==> src/rtl/spi_pkg.sv <==
// Shared types and defaults for the SPI serf.
//   spi_serf_state_t : frame state (IDLE between frames, XFER while SS_n is low)
//   SPI_WIDTH        : default word length in bits
package spi_pkg;

  localparam int unsigned SPI_WIDTH = 16;

  typedef enum logic {
    IDLE = 1'b0,
    XFER = 1'b1
  } spi_serf_state_t;

endpackage

==> src/rtl/spi_sync3.sv <==
// Three-flop synchronizer for one asynchronous input.
//   clk, rst_n : system clock, async active-low reset
//   d          : asynchronous input
//   s2, s3     : second and third stages; edges are decoded from this pair
module spi_sync3 #(
  parameter logic RST_VAL = 1'b0
) (
  input  logic clk,
  input  logic rst_n,
  input  logic d,
  output logic s2,
  output logic s3
);

  logic s1;

  // Chain resets to RST_VAL so an idle line produces no false edge at reset.
  always_ff @(posedge clk or negedge rst_n) begin
    if (!rst_n) begin
      s1 <= RST_VAL;
      s2 <= RST_VAL;
      s3 <= RST_VAL;
    end else begin
      s1 <= d;
      s2 <= s1;
      s3 <= s2;
    end
  end

endmodule

==> src/rtl/spi_serf.sv <==
// SPI mode-3 responder, MSB first, one WIDTH-bit word per SS_n-low frame.
//   clk, rst_n        : system clock, async active-low reset
//   SS_n, SCLK, MOSI  : asynchronous SPI inputs from the monarch
//   MISO, MISO_oe     : serial response and its output enable (MISO is 0 when disabled)
//   ld, tx_data       : load the response word used by the next frame
//   rx_data, rdy      : last good received word and its sticky valid flag
//   clr_rdy           : clears rdy
//   overrun           : pulse, good frame completed while rdy was still set
//   frame_err         : pulse, frame ended with a bit count other than WIDTH
module spi_serf
  import spi_pkg::*;
#(
  parameter int unsigned WIDTH = SPI_WIDTH
) (
  input  logic             clk,
  input  logic             rst_n,
  input  logic             SS_n,
  input  logic             SCLK,
  input  logic             MOSI,
  output logic             MISO,
  output logic             MISO_oe,
  input  logic             ld,
  input  logic [WIDTH-1:0] tx_data,
  output logic [WIDTH-1:0] rx_data,
  output logic             rdy,
  input  logic             clr_rdy,
  output logic             overrun,
  output logic             frame_err
);

  localparam int unsigned CNT_W = $clog2(WIDTH + 2);

  logic ss_s2, ss_s3, sclk_s2, sclk_s3, mosi_s2_unused, mosi_s3;

  spi_sync3 #(.RST_VAL(1'b1)) u_sync_ss   (.clk(clk), .rst_n(rst_n), .d(SS_n), .s2(ss_s2),   .s3(ss_s3));
  spi_sync3 #(.RST_VAL(1'b1)) u_sync_sclk (.clk(clk), .rst_n(rst_n), .d(SCLK), .s2(sclk_s2), .s3(sclk_s3));
  spi_sync3 #(.RST_VAL(1'b0)) u_sync_mosi (.clk(clk), .rst_n(rst_n), .d(MOSI), .s2(mosi_s2_unused), .s3(mosi_s3));

  logic ss_fall, ss_rise, sclk_rise;
  assign ss_fall   = ~ss_s2 & ss_s3;
  assign ss_rise   = ss_s2 & ~ss_s3;
  assign sclk_rise = sclk_s2 & ~sclk_s3;

  spi_serf_state_t  state, state_nxt;
  logic [WIDTH-1:0] tx_buf, tx_buf_nxt;
  logic [WIDTH-1:0] shft_reg, shft_nxt;
  logic [CNT_W-1:0] bit_cnt, cnt_nxt;
  logic [WIDTH-1:0] rx_nxt;
  logic             rdy_nxt, set_rdy, overrun_nxt, frame_err_nxt;
  logic             miso_nxt, oe_nxt;
  logic [1:0]       settle, settle_nxt;
  logic             armed, armed_nxt;

  // The SS_n chain resets high, so an SS_n already low at reset release would
  // look like a fall. Only honour falls once the chain has refilled from the
  // pin and SS_n has genuinely been seen high.
  always_comb begin
    settle_nxt = (settle == 2'd3) ? settle : settle + 2'd1;
    armed_nxt  = armed | ((settle == 2'd3) & ss_s3);
  end

  // Next-state and datapath decode.
  always_comb begin
    state_nxt     = state;
    tx_buf_nxt    = ld ? tx_data : tx_buf;
    shft_nxt      = shft_reg;
    cnt_nxt       = bit_cnt;
    rx_nxt        = rx_data;
    set_rdy       = 1'b0;
    overrun_nxt   = 1'b0;
    frame_err_nxt = 1'b0;
    case (state)
      IDLE: begin
        if (ss_fall && armed) begin
          state_nxt = XFER;
          shft_nxt  = ld ? tx_data : tx_buf;
          cnt_nxt   = '0;
        end
      end
      XFER: begin
        if (ss_rise) begin
          state_nxt = IDLE;
          if (bit_cnt == CNT_W'(WIDTH)) begin
            rx_nxt      = shft_reg;
            set_rdy     = 1'b1;
            overrun_nxt = rdy;
          end else begin
            frame_err_nxt = 1'b1;
          end
        end else if (sclk_rise) begin
          shft_nxt = {shft_reg[WIDTH-2:0], mosi_s3};
          if (bit_cnt != CNT_W'(WIDTH + 1)) begin
            cnt_nxt = bit_cnt + CNT_W'(1);
          end
        end
      end
      default: state_nxt = IDLE;
    endcase
    rdy_nxt  = set_rdy | (rdy & ~clr_rdy);
    oe_nxt   = (state_nxt == XFER);
    miso_nxt = shft_nxt[WIDTH-1] & oe_nxt;
  end

  // State and output registers.
  always_ff @(posedge clk or negedge rst_n) begin
    if (!rst_n) begin
      state     <= IDLE;
      tx_buf    <= '0;
      shft_reg  <= '0;
      bit_cnt   <= '0;
      rx_data   <= '0;
      rdy       <= 1'b0;
      overrun   <= 1'b0;
      frame_err <= 1'b0;
      MISO      <= 1'b0;
      MISO_oe   <= 1'b0;
      settle    <= 2'd0;
      armed     <= 1'b0;
    end else begin
      state     <= state_nxt;
      tx_buf    <= tx_buf_nxt;
      shft_reg  <= shft_nxt;
      bit_cnt   <= cnt_nxt;
      rx_data   <= rx_nxt;
      rdy       <= rdy_nxt;
      overrun   <= overrun_nxt;
      frame_err <= frame_err_nxt;
      MISO      <= miso_nxt;
      MISO_oe   <= oe_nxt;
      settle    <= settle_nxt;
      armed     <= armed_nxt;
    end
  end

endmodule

==> config.mk <==
export PLATFORM = sky130hd
export DESIGN_NAME = spi_serf
export DESIGN_NICKNAME = d
export VERILOG_FILES = /design/src/rtl/spi_pkg.sv /design/src/rtl/spi_sync3.sv /design/src/rtl/spi_serf.sv
export SDC_FILE = /design/constraint.sdc
export NUM_CORES = 1
export LEC_CHECK = 0
export BUFFER_PORTS_ARGS = -buffer_cell sky130_fd_sc_hd__buf_4
export CAP_MARGIN = 0
export CORE_ASPECT_RATIO = 1.1
export CORE_MARGIN = 8
export CORE_UTILIZATION = 56
export DETAILED_ROUTE_END_ITERATION = 12
export GPL_TIMING_DRIVEN = 0
export PLACE_DENSITY = 0.79
export SLEW_MARGIN = 20
export SYNTH_ARGS = -nofsm -noshare
export SYNTH_HDL_FRONTEND = slang
export SYNTH_SLANG_ARGS = --single-unit
==> constraint.sdc <==
create_clock -name clk -period 2.3 [get_ports clk]
set_clock_uncertainty 0.1 [all_clocks]
set_input_delay 0.23 -clock clk [delete_from_list [all_inputs] [get_ports clk]]
set_output_delay 0.23 -clock clk [all_outputs]
set_load 0.1 [all_outputs]
==> run_results.csv, run 1 <==
group,metric,value,unit
placed_design,place_congestion,0.777,
sta,rsz0062_at_grt,"false",
final_layout,final_cell_area,3540,µm²
sta,finalMaxSlewViolations,0,
yosys,synth_area,2870,µm²
setup_path,endpoint_kind,"flop",
sta,tightest_slew,0.828,ns
floorplan,core_region_area,4970,µm²
route,finalWirelength,5560,µm
setup_path,start_kind,"flop",
final_layout,diodes,0,
global_routing,antenna_found_initial,0,
placed_design,port_buffers,42,
clock_network,ctsResizeCount,0,
power,power_density,851,nW/µm²
yosys,ys_seq_area_share,61.4,%
floorplan,die_x,84.2,µm
yosys,yosys-top-cells-area,"dfrtp_1 56%, mux2_2 9.4%, dfstp_2 5.5%, a221o_1 5.2%, mux2_4 4.7%",
sta,setup_viol,0,
placed_design,place_ws,0.451,ns
yosys,ys_types,38,
clock_network,tritoncts,"done",
clock_network,cts.sinks,70,
route,drt-initial-drc-count,103,
yosys,syn_inst,189,
floorplan,start_util,57.7,%
flow_run,cap_viol_max_count,0,
floorplan,die_area,7660,µm²
yosys,ys_async_sr_fraction,100,%
placed_design,placed_area,3250,µm²
floorplan,io_pins,44,
final_layout,fillers,339,
final_layout,final_cell_mix,"64 x dfrtp_1, 44 x buf_4, 24 x mux2_2, 16 x nor3b_1, 15 x a221o_1",
yosys,syn_avg_cell_area,15.2,µm²
clock_network,cts_max_level,3,
sta,hold_ws,0.0351,ns
yosys,syn-num-nets,216,
yosys,yosys.area.top_type_share,55.9,%
yosys,synth_edf_count,0,
yosys,synth_ff_type,"dfrtp_1",
route,wl_per_cell,17.9,µm
final_layout,area_growth,23.4,%
final_layout,mostFrequentLayoutCell,"dfrtp_1",
power,p_leak,0.00168,µW
floorplan,rows,27,
setup_path,path_max_fanout,10,
route,drc,0,
route,via_count,1760,
placed_design,dp_hpwl,3760,µm
hold_path,worst_hold_path_type,"input port to flop",
sta,max_slew_margin,44.8,%
global_routing,grt_pass1_vias,1925,
global_routing,grtUsageTotal,15.5,%
power,vdd_drop_max,0.552,mV
floorplan,die_h,91.0,µm
setup_path,required,2.43,ns
route,drtAntennaViolNets,0,
run_status,status,"finished, final reports clean",
sta,period_needed,1.87,ns
setup_path,arrival,2.00,ns
final_layout,fin_nets,274,
clock_network,cts_setup_buffers,0,
route,dr.pass1.iters,4,
sta,finalHoldViolCount,0,
clock_network,cts_buffer_depth,2,
setup_path,path_class,"flop to flop",
route,avgViaCountPerCell,5.68,
yosys,yosysTopAreaCell,"dfrtp_1",
clock_network,cts_root_buffer,"clkbuf_8",
yosys,ys_seq_elements,70,
clock_network,worstSkewPairLatency,0.34,ns
final_layout,layout-drive-gt1-share,46.0,%
global_routing,grt_max_degree,71,
clock_network,clkTransAtPathRegs,0.07,ns
yosys,yosysWarnings,0,
global_routing,grt_first_pass_wirelength,9510,µm
sta,post-route-period-util,81.3,%
clock_network,cts_buffers,9,
sta,fin_setup_tns,0,ns
sta,worst_slack,0.430,ns
global_routing,globalRoute.totalOverflow,0,
sta,fmax,0.535,GHz
[kinds of logic (layout without fill, tap and decap cells)]
kind of cell	after synthesis	after routing	share of synthesized area, %
multiplexers	34	34	14.5
buffers and inverters	14	77	2.62
AND/OR/NAND/NOR	37	37	10.4
XOR/XNOR	3	3	0.917
AO/OA/AOI/OAI	27	27	8.38
adder cells (fa/ha/maj)	4	4	1.75
flip-flops	70	70	61.4
[worst max-delay path: stages, from the launching register on]
cell and delay (ns):
dfstp_2 0.59, nor2b_4 0.32, nand3_4 0.22, buf_6 0.22
mux2_4 0.30
[cell type report]
cell class / count / area (µm²) / share of cell area [%]
flip-flops and latches: 70 / 1760 / 49.8
plain buffers: 10 / 60.1 / 1.70
inverters: 4 / 15.0 / 0.425
repair buffers: 47 / 365 / 10.3
multi-input cells: 105 / 1030 / 29.2
well taps: 58 / 72.6 / 2.05
clock inverters: 5 / 81.3 / 2.30
clock buffers: 11 / 151 / 4.28
[worst paths after layout]
| kind | startpoint | end | slack [ns] | depth (start not counted) |
|---|---|---|---|---|
| min reg2reg | u_sync_mosi.s1$_DFF_PN0_ | u_sync_mosi.s2$_DFF_PN0_ | 0.25 | 0 |
| max reg2reg | u_sync_ss.s2$_DFF_PN1_ | rx_data[6]$_DFFE_PN0P_ | 0.43 | 4 |
| min | tx_data[5] | tx_buf[5]$_DFF_PN0_ | 0.04 | 2 |
| min in group asynchronous | rst_n | rdy$_DFF_PN0_ | 0.42 | 2 |
| max | u_sync_ss.s2$_DFF_PN1_ | rx_data[6]$_DFFE_PN0P_ | 0.43 | 4 |
| max in group asynchronous | rst_n | tx_buf[0]$_DFF_PN0_ | 1.12 | 2 |
[Yosys cell counts (2+ instances only)]
| cell type | n |
|---|---|
| a221o_1 | 15 |
| buf_2 | 6 |
| buf_4 | 2 |
| dfrtp_1 | 64 |
| dfstp_2 | 6 |
| ha_1 | 4 |
| inv_1 | 4 |
| mux2_2 | 24 |
| mux2_4 | 9 |
| nand2_1 | 4 |
| nand3_1 | 2 |
| nor2_1 | 4 |
| nor3b_1 | 16 |
| o21ai_0 | 2 |
| o31ai_1 | 2 |
| xnor2_1 | 3 |
[metrics by stage]
stage | util [%] | instances | power [µW]
2_1_floorplan | - | 189 | 1760
3_3_place_gp | 65.5 | 289 | 1880
4_1_cts | 71.2 | 310 | 3040
6_report | 71.2 | 310 | 3010
5_1_grt | 71.2 | 310 | 3140
3_5_place_dp | 65.5 | 289 | 1900
[power by group]
part	leakage [µW]	switching, µW	total (µW)	internal, µW
registers	0.000870	104	1480	1370
clock network	0.000116	454	1120	669
logic	0.000691	202	409	207
total	0.00168	760	3010	2250
[per-layer routing]
| layer | wire length, µm | up-vias | GRT usage (%) |
|---|---|---|---|
| met5 | 0 | - | 0 |
| met4 | 131 | 0 | 9.08 |
| met3 | 298 | 12 | 4.56 |
| met2 | 2730 | 43 | 25.3 |
| met1 | 2390 | 889 | 17.6 |
| li1 | - | 816 | - |
[timing repair]
action	CTS	global route
setup endpoints to repair	0	0
endpoints found under the hold margin	68	0
hold buffers	5	0
(Power assumes the default switching activity.)
==> run 2: changes to the inputs <==
Settings changed: ABC_AREA set to 1, CORE_UTILIZATION 56 to 51, PLACE_DENSITY 0.79 to 0.75.
Clock period 2.3 ns to 1.7 ns, I/O delays scaled along.
==> run_results.csv, run 2 <==
group,metric,value,unit
run_status,status,"finished, final reports clean",
sta,finalHoldViolCount,0,
yosys,yosysWarnings,0,
clock_network,worstSkewPairLatency,0.34,ns
clock_network,cts_setup_buffers,0,
setup_path,endpoint_kind,"flop",
route,via_count,2236,
power,vdd_drop_max,0.600,mV
yosys,synth_area,2970,µm²
floorplan,rows,29,
global_routing,antenna_found_initial,0,
final_layout,layout.cells.non_filler,481,
setup_path,arrival,1.71,ns
global_routing,grtUsageTotal,15.8,%
route,met2WireLength,3080,µm
clock_network,cts.sinks,70,
clock_network,clkTransAtPathRegs,0.07,ns
floorplan,start_util,52.1,%
placed_design,dp_cells,444,
yosys,syn-num-nets,352,
route,top_layer_used,"met4",
sta,fin_setup_tns,0,ns
route,finalWirelength,6130,µm
placed_design,port_buffers,42,
floorplan,io_pins,44,
sta,fmax,0.635,GHz
setup_path,path_max_fanout,10,
setup_path,r2r_end,"rx_data[12]$_DFFE_PN0P_",
setup_path,crit_path_cell_trace,"inv_1, ha_1, nand3_1, nor2_2, inv_2, buf_6, nand2_1, o21ai_2",
yosys,ys_seq_area_share,59.3,%
floorplan,die_area,8510,µm²
global_routing,grt_max_degree,71,
hold_path,hold_path_depth,3,
power,switching_share,26.6,%
floorplan,die_h,96.0,µm
route,met3_length,355,µm
yosys,ys_async_sr_fraction,100,%
route,drc,0,
floorplan,die_x,88.7,µm
global_routing,grt_first_pass_wirelength,10300,µm
sta,setup_viol,0,
clock_network,tritoncts,"done",
final_layout,layout-drive-gt1-share,24.8,%
yosys,syn_avg_cell_area,9.12,µm²
setup_path,start_kind,"flop",
yosys,synth_ff_type,"dfrtp_1",
global_routing,globalRoute.totalOverflow,0,
yosys,ys_types,24,
sta,rsz0062_at_grt,"false",
final_layout,fin_nets,426,
clock_network,cts_max_level,3,
yosys,ys_seq_elements,70,
route,drt-initial-drc-count,85,
final_layout,mostFrequentLayoutCell,"nand2_1",
sta,period_needed,1.58,ns
placed_design,dp_hpwl,4230,µm
sta,finalMaxSlewViolations,0,
setup_path,reg2reg_slack,0.12,ns
clock_network,cts_buffers,9,
setup_path,path_buf_inv,3,
clock_network,cts_buffer_depth,2,
route,dr.pass1.iters,4,
yosys,synth_edf_count,0,
setup_path,path_delay_family,"flip-flops",
clock_network,cts_root_buffer,"clkbuf_8",
route,wl_per_cell,12.7,µm
power,p_leak,0.00200,µW
sta,tightest_slew,0.846,ns
yosys,synth_commonest_cells,"136 x nand2_1, 64 x dfrtp_1, 42 x inv_1",
hold_path,worst_hold_path_type,"input port to flop",
setup_path,max_stage_delay,0.43,ns
yosys,syn_inst,325,
final_layout,fillers,478,
power,p_seq_share,47.4,%
route,wl_met1,2550,µm
final_layout,area_growth,29.3,%
hold_path,min-delay-start,"ld",
global_routing,grt_pass1_vias,2391,
placed_design,place_congestion,0.807,
sta,post-route-period-util,92.7,%
power,power.share.clock,39.2,%
floorplan,core_region_area,5700,µm²
setup_path,slowest_stage,"dfrtp_1",
final_layout,diodes,0,
power,power_density,1060,nW/µm²
power,intPower,2980,µW
route,drtAntennaViolNets,0,
setup_path,r2r_start,"bit_cnt[0]$_DFFE_PN0P_",
power,p_switching,1080,µW
final_layout,final_cell_mix,"136 x nand2_1, 63 x dfrtp_1, 44 x buf_4, 42 x inv_1, 21 x dlygate4sd3_1",
power,pwr-share-comb,13.5,%
flow_run,cap_viol_max_count,0,
setup_path,path_class,"flop to flop",
yosys,yosys.area.top_type_share,54.0,%
sta,max_slew_margin,43.6,%
yosys,synth_most_common_cell,"nand2_1",
hold_path,holdPathEnd,"tx_buf[10]$_DFF_PN0_",
setup_path,required,1.84,ns
route,avgViaCountPerCell,4.65,
setup_path,r2r_cells,8,
yosys,yosys-top-cells-area,"dfrtp_1 54%, nand2_1 17%, dfstp_2 5.3%, inv_1 5.3%, o21ai_2 3.2%",
yosys,yosysTopAreaCell,"dfrtp_1",
-- run 2: changes by cell type in the layout (fill, tap and decap cells not counted), moves of 5 or more --
| cell | before | now |
|---|---|---|
| mux2_4 | 9 | 0 |
| nand2_1 | 4 | 136 |
| inv_1 | 4 | 42 |
| o21ai_1 | 0 | 5 |
| dlygate4sd3_1 | 5 | 21 |
| o21ai_0 | 2 | 11 |
| nand3_1 | 2 | 12 |
| nor3b_1 | 16 | 0 |
| mux2_2 | 24 | 1 |
| a221o_1 | 15 | 0 |
| o21ai_2 | 0 | 11 |
-- run 2: per-stage QoR --
step / total power [µW] / setup slack (ns) / hold slack [ns] / utilization (%) / cell area [µm²]
final: 4060 / 0.124 / 0.0520 / 67.3 / 3830
after global placement: 2440 / 0.0731 / 0.178 / 59.3 / 3380
after floorplan: 2280 / 0.0871 / -0.226 / - / 2970
after global routing: 4230 / 0.0170 / 0.0579 / 67.3 / 3830
after detailed placement: 2470 / 0.0374 / 0.179 / 59.3 / 3380
after CTS: 4090 / 0.0285 / 0.0389 / 67.1 / 3820
-- run 2: layout make-up --
cell class | instances | area (µm²) | area share [%]
timing repair buffer | 63 | 526 | 13.7
multi-input combinational | 201 | 972 | 25.4
clock inverter | 7 | 113 | 2.94
inverter | 45 | 169 | 4.40
sequential | 70 | 1760 | 45.9
clock buffer | 9 | 124 | 3.23
buffer | 9 | 75.1 | 1.96
tap | 77 | 96.3 | 2.51
-- run 2: worst reg2reg max path: stages (launching register included) --
cell     delay [ns]
dfrtp_1        0.43
inv_1          0.09
ha_1           0.15
nand3_1        0.12
nor2_2         0.20
inv_2          0.09
buf_6          0.16
nand2_1        0.08
o21ai_2        0.05
-- run 2: worst max path at each step --
stage	from	endpoint	depth (start not counted)
CTS	u_sync_sclk.s2$_DFF_PN1_	shft_reg[6]$_DFFE_PN0P_	7
global route	bit_cnt[2]$_DFFE_PN0P_	rx_data[14]$_DFFE_PN0P_	7
detailed placement	u_sync_sclk.s2$_DFF_PN1_	shft_reg[6]$_DFFE_PN0P_	7
finish	bit_cnt[0]$_DFFE_PN0P_	rx_data[12]$_DFFE_PN0P_	8
global placement	u_sync_sclk.s2$_DFF_PN1_	shft_reg[11]$_DFFE_PN0P_	7
floorplan	state$_DFF_PN0_	rx_data[11]$_DFFE_PN0P_	6
-- run 2: cell families (layout without fill, tap and decap cells) --
| kind of cell | after synthesis | after routing | synth area share [%] |
|---|---|---|---|
| flops | 70 | 70 | 59.3 |
| buf+inv | 54 | 133 | 8.23 |
| xor+xnor | 4 | 4 | 1.18 |
| simple gates | 163 | 163 | 22.4 |
| fa+ha+maj | 4 | 4 | 1.69 |
| compound gates | 29 | 29 | 6.75 |
| mux | 1 | 1 | 0.380 |
-- run 2: power groups by stage --
| stage | combinational [µW] | clock (µW) | sequential [µW] |
|---|---|---|---|
| after detailed placement | 515 | 0 | 1950 |
| after floorplan | 284 | 0 | 2000 |
| after CTS | 554 | 1610 | 1920 |
| after global routing | 616 | 1670 | 1940 |
| after global placement | 500 | 0 | 1940 |
| final | 547 | 1590 | 1930 |
-- run 2: per-layer routing --
metal	up-vias	track usage [%]
li1	1129	-
met1	1047	17.8
met2	47	27.3
met3	13	3.16
met4	0	8.89
met5	-	0
-- run 2: timing repair --
action	CTS	global route
setup endpoints to repair	0	15
hold buffers	21	0
hold endpoints to repair	84	0
resized for setup	0	2
